===== src/rtl/sqrt_pkg.sv =====
// -----------------------------------------------------------------------------
// sqrt_pkg
// Shared types and width helpers for the sequential non-restoring integer
// square-root block.
//   state_t  : controller states (IDLE, CALC, FIX)
//   ROOT_W / REM_W / ACC_W : widths for the default 32-bit radicand
//   root_w() / rem_w() / acc_w() : the same widths for any even radicand width
// -----------------------------------------------------------------------------
package sqrt_pkg;

   typedef enum logic [1:0] {
      IDLE = 2'd0,
      CALC = 2'd1,
      FIX  = 2'd2
   } state_t;

   localparam int N_DEFAULT = 32;
   localparam int ROOT_W    = N_DEFAULT / 2;
   localparam int REM_W     = N_DEFAULT / 2 + 1;
   localparam int ACC_W     = N_DEFAULT / 2 + 3;

   // Root and iteration count are both half the radicand width.
   function automatic int root_w(input int n);
      return n / 2;
   endfunction

   // Final remainder can reach 2*root, so it needs one bit more than the root.
   function automatic int rem_w(input int n);
      return n / 2 + 1;
   endfunction

   // Signed partial remainder: |R| < 2^(n/2+2) plus a sign bit.
   function automatic int acc_w(input int n);
      return n / 2 + 3;
   endfunction

endpackage


===== src/rtl/sqrt_seq_ctrl_if.sv =====
// -----------------------------------------------------------------------------
// sqrt_seq_ctrl_if
// Host-side request/result bundle of the square-root sequencer.
//   start     : single-cycle request, host -> sequencer
//   radicand  : N-bit unsigned operand, host -> sequencer
//   busy      : operation in progress, sequencer -> host
//   done      : one-cycle result-valid pulse, sequencer -> host
//   root      : floor(sqrt(radicand)), N/2 bits
//   remainder : radicand - root*root, N/2+1 bits
// master = host side, slave = sequencer side.
// -----------------------------------------------------------------------------
interface sqrt_seq_ctrl_if #(
   parameter int N = 32
);

   logic             start;
   logic [N-1:0]     radicand;
   logic             busy;
   logic             done;
   logic [N/2-1:0]   root;
   logic [N/2:0]     remainder;

   modport master (
      output start, radicand,
      input  busy, done, root, remainder
   );

   modport slave (
      input  start, radicand,
      output busy, done, root, remainder
   );

endinterface


===== src/rtl/sqrt_nr_step.sv =====
// -----------------------------------------------------------------------------
// sqrt_nr_step
// One combinational digit step of the non-restoring square root.
//   r     : signed partial remainder (two's complement, ACC bits)
//   q     : partial root
//   p     : next radicand bit pair
//   r_nxt : updated partial remainder
//   q_nxt : partial root with the new digit appended
// -----------------------------------------------------------------------------
module sqrt_nr_step
   import sqrt_pkg::*;
#(
   parameter  int N  = 32,
   localparam int QW = root_w(N),
   localparam int AW = acc_w(N)
) (
   input  logic [AW-1:0] r,
   input  logic [QW-1:0] q,
   input  logic [1:0]    p,
   output logic [AW-1:0] r_nxt,
   output logic [QW-1:0] q_nxt
);

   logic [AW-1:0] r_sh;

   // 4R + p; dropping R's top two bits is safe because the final R' fits in
   // AW bits and two's-complement wraparound keeps the low bits exact.
   assign r_sh = {r[AW-3:0], p};

   // The sign bit alone picks subtract (R >= 0) or add (R < 0).
   assign r_nxt = r[AW-1] ? (r_sh + AW'({q, 2'b11}))
                          : (r_sh - AW'({q, 2'b01}));

   // Root digit is 1 when the new remainder is non-negative.
   assign q_nxt = {q[QW-2:0], ~r_nxt[AW-1]};

endmodule


===== src/rtl/sqrt_seq_ctrl.sv =====
// -----------------------------------------------------------------------------
// sqrt_seq_ctrl
// Sequencer for the digit-by-digit non-restoring integer square root. Loads a
// radicand on start, runs N/2 digit steps (one per clock), applies the final
// remainder correction and presents root/remainder with a one-cycle done.
//   clk   : system clock, rising edge
//   reset : asynchronous, active-high reset
//   bus   : sqrt_seq_ctrl_if.slave (start, radicand, busy, done, root,
//           remainder)
// -----------------------------------------------------------------------------
module sqrt_seq_ctrl
   import sqrt_pkg::*;
#(
   parameter int N = 32
) (
   input  logic           clk,
   input  logic           reset,
   sqrt_seq_ctrl_if.slave bus
);

   localparam int QW = root_w(N);
   localparam int MW = rem_w(N);
   localparam int AW = acc_w(N);
   localparam int CW = $clog2(QW);

   state_t        state;
   logic [N-1:0]  d;
   logic [QW-1:0] q;
   logic [AW-1:0] r;
   logic [CW-1:0] cnt;

   logic [AW-1:0] r_nxt;
   logic [QW-1:0] q_nxt;
   logic [AW-1:0] r_fix;

   sqrt_nr_step #(.N(N)) u_step (
      .r     (r),
      .q     (q),
      .p     (d[N-1:N-2]),
      .r_nxt (r_nxt),
      .q_nxt (q_nxt)
   );

   // A negative final remainder is one step past the answer; adding 2Q+1
   // restores it to radicand - root^2.
   assign r_fix = r[AW-1] ? (r + AW'({q, 1'b1})) : r;

   // NOTE: every state register here is a flop and is assigned with <=, so
   // all right-hand sides read the values from before this edge.
   always_ff @(posedge clk or posedge reset) begin
      // NOTE: all registers, including the iteration state, are cleared so an
      // aborted operation leaves nothing behind.
      if (reset) begin
         state         <= IDLE;
         d             <= '0;
         q             <= '0;
         r             <= '0;
         cnt           <= '0;
         bus.busy      <= 1'b0;
         bus.done      <= 1'b0;
         bus.root      <= '0;
         bus.remainder <= '0;
      end else begin
         bus.done <= 1'b0;
         case (state)
            IDLE: begin
               if (bus.start) begin
                  d        <= bus.radicand;
                  q        <= '0;
                  r        <= '0;
                  cnt      <= CW'(QW - 1);
                  bus.busy <= 1'b1;
                  state    <= CALC;
               end
            end
            CALC: begin
               d <= {d[N-3:0], 2'b00};
               r <= r_nxt;
               q <= q_nxt;
               if (cnt == '0) begin
                  state <= FIX;
               end else begin
                  cnt <= cnt - CW'(1);
               end
            end
            FIX: begin
               r             <= r_fix;
               bus.root      <= q;
               bus.remainder <= r_fix[MW-1:0];
               bus.done      <= 1'b1;
               bus.busy      <= 1'b0;
               state         <= IDLE;
            end
            default: begin
               state <= IDLE;
            end
         endcase
      end
   end

endmodule


===== src/flat_wrapper.sv =====
// flat-port wrapper written by rule: the top's interface ports become plain ports
module sqrt_seq_ctrl_flat import sqrt_pkg::*;
#(
   parameter int N = 32
)
  (clk, reset, bus_start, bus_radicand, bus_busy, bus_done, bus_root, bus_remainder);
  sqrt_seq_ctrl_if #(.N(N)) bus_i ();
  input  logic clk;
  input  logic reset;
  input wire logic [$bits(bus_i.start)-1:0] bus_start;
  input wire logic [$bits(bus_i.radicand)-1:0] bus_radicand;
  output wire logic [$bits(bus_i.busy)-1:0] bus_busy;
  output wire logic [$bits(bus_i.done)-1:0] bus_done;
  output wire logic [$bits(bus_i.root)-1:0] bus_root;
  output wire logic [$bits(bus_i.remainder)-1:0] bus_remainder;
  assign bus_i.start = bus_start;
  assign bus_i.radicand = bus_radicand;
  assign bus_busy = bus_i.busy;
  assign bus_done = bus_i.done;
  assign bus_root = bus_i.root;
  assign bus_remainder = bus_i.remainder;
  sqrt_seq_ctrl #(.N(N)) u_core (.clk(clk), .reset(reset), .bus(bus_i));
endmodule

===== config.mk =====
export PLATFORM = sky130hd
export DESIGN_NAME = sqrt_seq_ctrl_flat
export DESIGN_NICKNAME = d
export VERILOG_FILES = /design/src/rtl/sqrt_pkg.sv /design/src/rtl/sqrt_seq_ctrl_if.sv /design/src/rtl/sqrt_nr_step.sv /design/src/rtl/sqrt_seq_ctrl.sv /design/src/flat_wrapper.sv
export SDC_FILE = /design/constraint.sdc
export NUM_CORES = 1
export LEC_CHECK = 0
export CAP_MARGIN = 25
export CELL_PAD_IN_SITES_DETAIL_PLACEMENT = 0
export CELL_PAD_IN_SITES_GLOBAL_PLACEMENT = 1
export CORE_MARGIN = 2
export CORE_UTILIZATION = 48
export DETAILED_ROUTE_END_ITERATION = 10
export PLACE_DENSITY_LB_ADDON = 0.25
export SLEW_MARGIN = 20
export SYNTH_ARGS = -nofsm -noshare
export SYNTH_HDL_FRONTEND = slang
export SYNTH_SLANG_ARGS = --single-unit

===== constraint.sdc =====
create_clock -name clk -period 8.6 [get_ports clk]
set_input_delay 0.86 -clock clk [delete_from_list [all_inputs] [get_ports clk]]
set_output_delay 0.86 -clock clk [all_outputs]
set_load 0.05 [all_outputs]

Word-level counts from Yosys, hierarchy flattened
Index checks and enable logic that the tools add are counted.
{ "word_totals": {"reg_bits": 108, "word_cells": 49, "inputBits": 35} }
{ "classes": {"n_mux": 17, "add_sub_neg": 4, "n_eq_ne": 6, "bitwise_logic": 1, "reduce_logical": 11} }
{ "ops": {"columns": ["operator", "count"], "rows": [
  ["case mux 32 bit (2 select lines)", 1],
  ["two-way mux 19 bit", 3],
  ["case mux 19 bit (3 select lines)", 1],
  ["two-way mux 32 bit", 1],
  ["case mux 16 bit (2 select lines)", 1],
  ["adder 19 x 17 -> 19 bit", 1],
  ["adder 19 x 18 -> 19 bit", 1],
  ["subtractor 19 x 18 -> 19 bit", 1],
  ["two-way mux 16 bit", 1],
  ["two-way mux 4 bit", 2],
  ["case mux 4 bit (2 select lines)", 1],
  ["AND reduction 2 bit", 4],
  ["AND reduction 3 bit", 2],
  ["logical NOT 4 bit", 1],
  ["two-way mux 2 bit", 2],
  ["inequality test 2 x 1 -> 1 bit (second input constant)", 2],
  ["inequality test 2 bit (second input constant)", 2],
  ["case mux 2 bit (2 select lines)", 1],
  ["nonzero test 2 bit", 2],
  ["subtractor 4 x 1 -> 4 bit (second input constant)", 1],
  ["nonzero test 3 bit", 1],
  ["== test 2 x 1 -> 1 bit (second input constant)", 1],
  ["== test 2 bit (second input constant)", 1],
  ["logical NOT 2 bit", 1],
  ["3 further kinds", 4]
]} }

Depth between registers and ports, before layout
{ "depth": {"ltp_word": 4, "ltp_mapped": 12} }

Cells and area by module
A second synthesis with hierarchy kept.
{ "unflattened": {"cells_unflattened": 688, "hier_area_um2": 6725.2} }
{ "by_module_without_submodules": {"columns": ["mod", "n_inst", "area_per_inst_um2", "cells_each"], "rows": [
  ["sqrt_seq_ctrl", 1, 5545.3, 533],
  ["sqrt_nr_step", 1, 1179.9, 155]
]} }

Worst setup path after synthesis
OpenSTA, ideal clock, no wires.
{ "synth_timing": {"path_kind": "register to register", "from": "reg u_core.r[18]", "to": "reg u_core.q[0]", "stages_incl_launch_ff": 13, "setup_ns": 0.122, "t_arrival_ns": 3.421, "path_buffers": 3, "synth_period_minus_slack_ns": 3.542, "path_slack_ns": 5.058, "path_cell_list": "dfrtp_1 buf_1 buf_1 clkbuf_1 xnor2_1 ha_1 a21o_1 or3_1 o21bai_1 o21a_1 a21oi_1 or3_1 a32o_1"} }
{ "synth_via": {"elab_chain_cells": 3} }
{ "synth_rtl": {"columns": ["item", "line", "source"], "rows": [
  ["start: declaration", "sqrt_seq_ctrl.sv:29", "logic [AW-1:0] r;"],
  ["start signal: assignment", "sqrt_seq_ctrl.sv:78", "r <= r_nxt;"],
  ["start signal: assignment", "sqrt_seq_ctrl.sv:87", "r <= r_fix;"],
  ["two-way mux 19 bit", "sqrt_nr_step.sv:31", "assign r_nxt = r[AW-1] ? (r_sh + AW'({q, 2'b11}))"],
  ["inverter 1 bit", "sqrt_nr_step.sv:35", "assign q_nxt = {q[QW-2:0], ~r_nxt[AW-1]};"],
  ["case mux 16 bit (2 select lines)", "sqrt_seq_ctrl.sv:65", "case (state)"],
  ["end signal: assignment", "sqrt_seq_ctrl.sv:79", "q <= q_nxt;"],
  ["end: declaration", "sqrt_seq_ctrl.sv:28", "logic [QW-1:0] q;"]
]} }
Every way passes these cells.
A chain may end at the register's enable or synchronous reset.

Worst setup path in the final report
Same ends and word-level chain as after synthesis.

==> key figures <==
Clock network
  – Max H-tree Level: 3
  – Sink Count: 108
  – Setup bufs post-CTS: 0
  – Post-CTS resize count: 0
  – Root buffer cell: clkbuf_16
  – CTS tree: yes
  – Maximum root-to-sink buffer count: 2
  – Number of buffers created by CTS: 9
  – Post-CTS Hold Fix Bufs: 0
  – Clock transition at the registers of the reported paths: 0.07 ns
  – Worst-Skew Late Latency: 0.36 ns

Yosys
  – Synth Net Count: 745
  – Cell variety after synth: 59
  – Async set-or-reset flop fraction in the synthesized netlist: 100.0%
  – Syn Inst Count: 671
  – Mapped cell area: 6504 um2
  – Avg Cell Area, Syn: 9.693 um2
  – Number of synthesized flops with an enable pin: 0
  – Yosys warns: 0
  – Yosys reg bits: 108
  – Synth Flop Type: dfrtp_1
  – Register area share after synthesis: 41.55%

Detailed routing
  – Uppermost layer routed: met4
  – WL per Instance: 17.86 um
  – Initial DRC count: 296
  – Metal3 WL: 776 um
  – DR vias: 5286
  – Routed wire length: 16.20 mm
  – # DRC: 0
  – Antenna violation net count after detailed routing: 0
  – Wl on met1: 6.940 mm
  – Pre-antenna DRT Iters: 6
  – Vias per inst: 5.828
  – Metal2 WL: 7.931 mm

Timing
  – Hold WS: 0.4842 ns
  – Crit path time final: 3.601 ns
  – Final setup TNS: 0 ns
  – Fmax: 277.7 MHz
  – Slew HR: 38.16%
  – Post-route setup slack: 4.999 ns
  – Final setup fails: 0
  – RSZ-0062 raised after global routing: no
  – Layout Skew: 0.009114 ns
  – Fin crit share: 41.87%
  – Slew Limit Fails: 0
  – Slew @ Worst Pin: 0.9276 ns
  – Final hold vios: 0

Power and ir drop
  – Overall power after layout: 2508 uW
  – Power density over the cells: 326.6 nW/um2
  – Lkg Pwr: 0.003525 uW
  – Peak VDD IR: 173.3 uV

Final layout
  – # nets final: 801
  – Ant. Diodes: 0
  – Share of cells above drive strength 1: 7.250%
  – P&R area growth vs syn: 18.06%

Status
  – Status: complete, no violations

Critical path
  – CP Buf/Inv Count: 1
  – Top cell by count, worst path: or3_1
  – Critical path type: flip-flop to flip-flop
  – Critical Path AT: 3.85 ns
  – Critical path capture point type: flip-flop
  – Critical Path Source Type: flip-flop
  – Cell Chain, Critical Path: buf_4 > xnor2_1 > ha_1 > a21o_1 > or3_1 > o21bai_1 > o21a_1 > a21oi_1 > or3_1 > a32o_1
  – Worst path slowest cell: dfrtp_1
  – WP depth: 10
  – Crit-path max FO: 21
  – Req. time, crit path: 8.85 ns
  – Crit-path leading delay family: compound AO/OA/AOI/OAI gates
  – Critical path's largest stage delay: 0.95 ns
  – Reg2Reg Depth: 10

Min path
  – Hold Path Stages: 2
  – Hold Path Class: flip-flop to flip-flop

Floorplanning
  – Core footprint: 13240 um2
  – Starting Density: 49.11%
  – # rows: 42
  – Die Height: 120.4 um
  – Die Wd: 120.4 um
  – DIE AREA: 14500 um2
  – I/O pin count: 70

GRT
  – Largest net degree at the start of global routing: 76
  – Vias in the first global route: 5070
  – First-pass GRT wire length: 26.46 mm
  – Total global routing track utilization: 23.28%
  – Initial antenna violation count: 0
  – Grt total ovfl: 0

Place
  – Hpwl dp: 11.68 mm
  – RePlAce Congestion: 0.8627
  – DP Worst Slack: 5.030 ns
  – IO buf count: 69

Flow run
  – MaxCap Viol Count: 0
-- synthesized netlist by cell type (5+ instances only) --
cell type	count	area [um2]
a21o_1	11	82.58
a21oi_1	50	250.2
a22o_1	17	148.9
a22oi_1	6	45.04
and2_1	5	31.28
and3_1	5	31.28
buf_1	7	26.28
clkbuf_1	22	82.58
dfrtp_1	108	2703
ha_1	38	475.5
inv_1	23	86.33
mux2_2	19	214.0
mux2i_1	41	410.4
nand2_1	65	244.0
nand3_1	14	70.07
nand4_1	5	31.28
nor2_1	41	153.9
nor2b_1	6	37.54
o211ai_1	7	52.55
o21a_1	8	60.06
o21ai_0	62	310.3
o21bai_1	5	37.54
xnor2_1	34	297.8
xor2_1	9	78.83
-- area by class of cell --
type / instances / area [um2]
Clock buffer: 10 / 229.0
Clock inverter: 5 / 86.33
Fill cell: 1216 / 5564
Inverter: 23 / 88.84
Multi-Input combinational cell: 510 / 3616
Sequential cell: 108 / 2703
Tap cell: 176 / 220.2
Timing Repair Buffer: 75 / 735.7
-- per-stage QoR --
stage	std cells	instance area (um2)	utilization (%)
CTS	907	7679	57.98
global placement	892	7363	55.60
global route	907	7679	57.98
floorplan	671	6504	-
detailed placement	892	7363	55.60
finish	907	7679	57.98
-- where the power goes --
group / total (uW) / switching, uW / internal [uW]
logic: 1290 / 734 / 552
registers: 768 / 130 / 638
clock network: 453 / 197 / 256
total: 2510 / 1060 / 1450
-- cells by family after synthesis --
logic type,Yosys count,share of synthesized area [%]
AO/OA/AOI/OAI,204,20.80
XOR/XNOR,43,5.791
adder cells (fa/ha/maj),39,7.618
buffers and inverters,53,3.078
flip-flops,108,41.55
multiplexers,60,9.600
AND/OR/NAND/NOR,164,11.56
-- worst paths after layout --
kind	endpoint	from	slack, ns
min in group asynchronous	u_core.q[15]	reset	0.95
min reg2reg	u_core.d[22]	u_core.d[22]	0.48
max	u_core.q[0]	u_core.r[18]	5.00
min	u_core.d[22]	u_core.d[22]	0.48
max reg2reg	u_core.q[0]	u_core.r[18]	5.00
max in group asynchronous	u_core.d[30]	reset	6.44
-- placed cells by master (no fill, tap or decap), types with 7 or more instances in the layout --
master,synthesis,layout
xnor2_1,34,34
ha_1,38,37
a21o_1,11,11
dfrtp_1,108,108
a21oi_1,50,50
nor2_1,41,41
clkbuf_16,0,9
nand2_1,65,65
inv_1,23,22
o21a_1,8,8
o211ai_1,7,7
nand3_1,14,14
a22o_1,17,17
xor2_1,9,9
mux2_2,19,19
clkdlybuf4s50_1,0,69
mux2i_1,41,40
o21ai_0,62,62
-- metal layers --
metal  up-vias  track usage [%]
met2       138            38.81
met3        35            4.340
met4         0            9.520
met5         -                0
met1      2573            29.83
li1       2540                -
-- flip-flops by register name, indices dropped and copies added (netlist names) --
name / flops
u_core.bus.remainder: 17
u_core.bus.busy: 1
u_core.q: 16
u_core.state: 2
u_core.bus.root: 16
u_core.bus.done: 1
u_core.cnt: 4
u_core.r: 19
u_core.d: 32
-- tightest hold or removal path, cell delays in order (launching register included) --
cell	delay [ns]
dfrtp_1	0.35
nand2_1	0.05
o21ai_0	0.06
(Power assumes the default switching activity.)
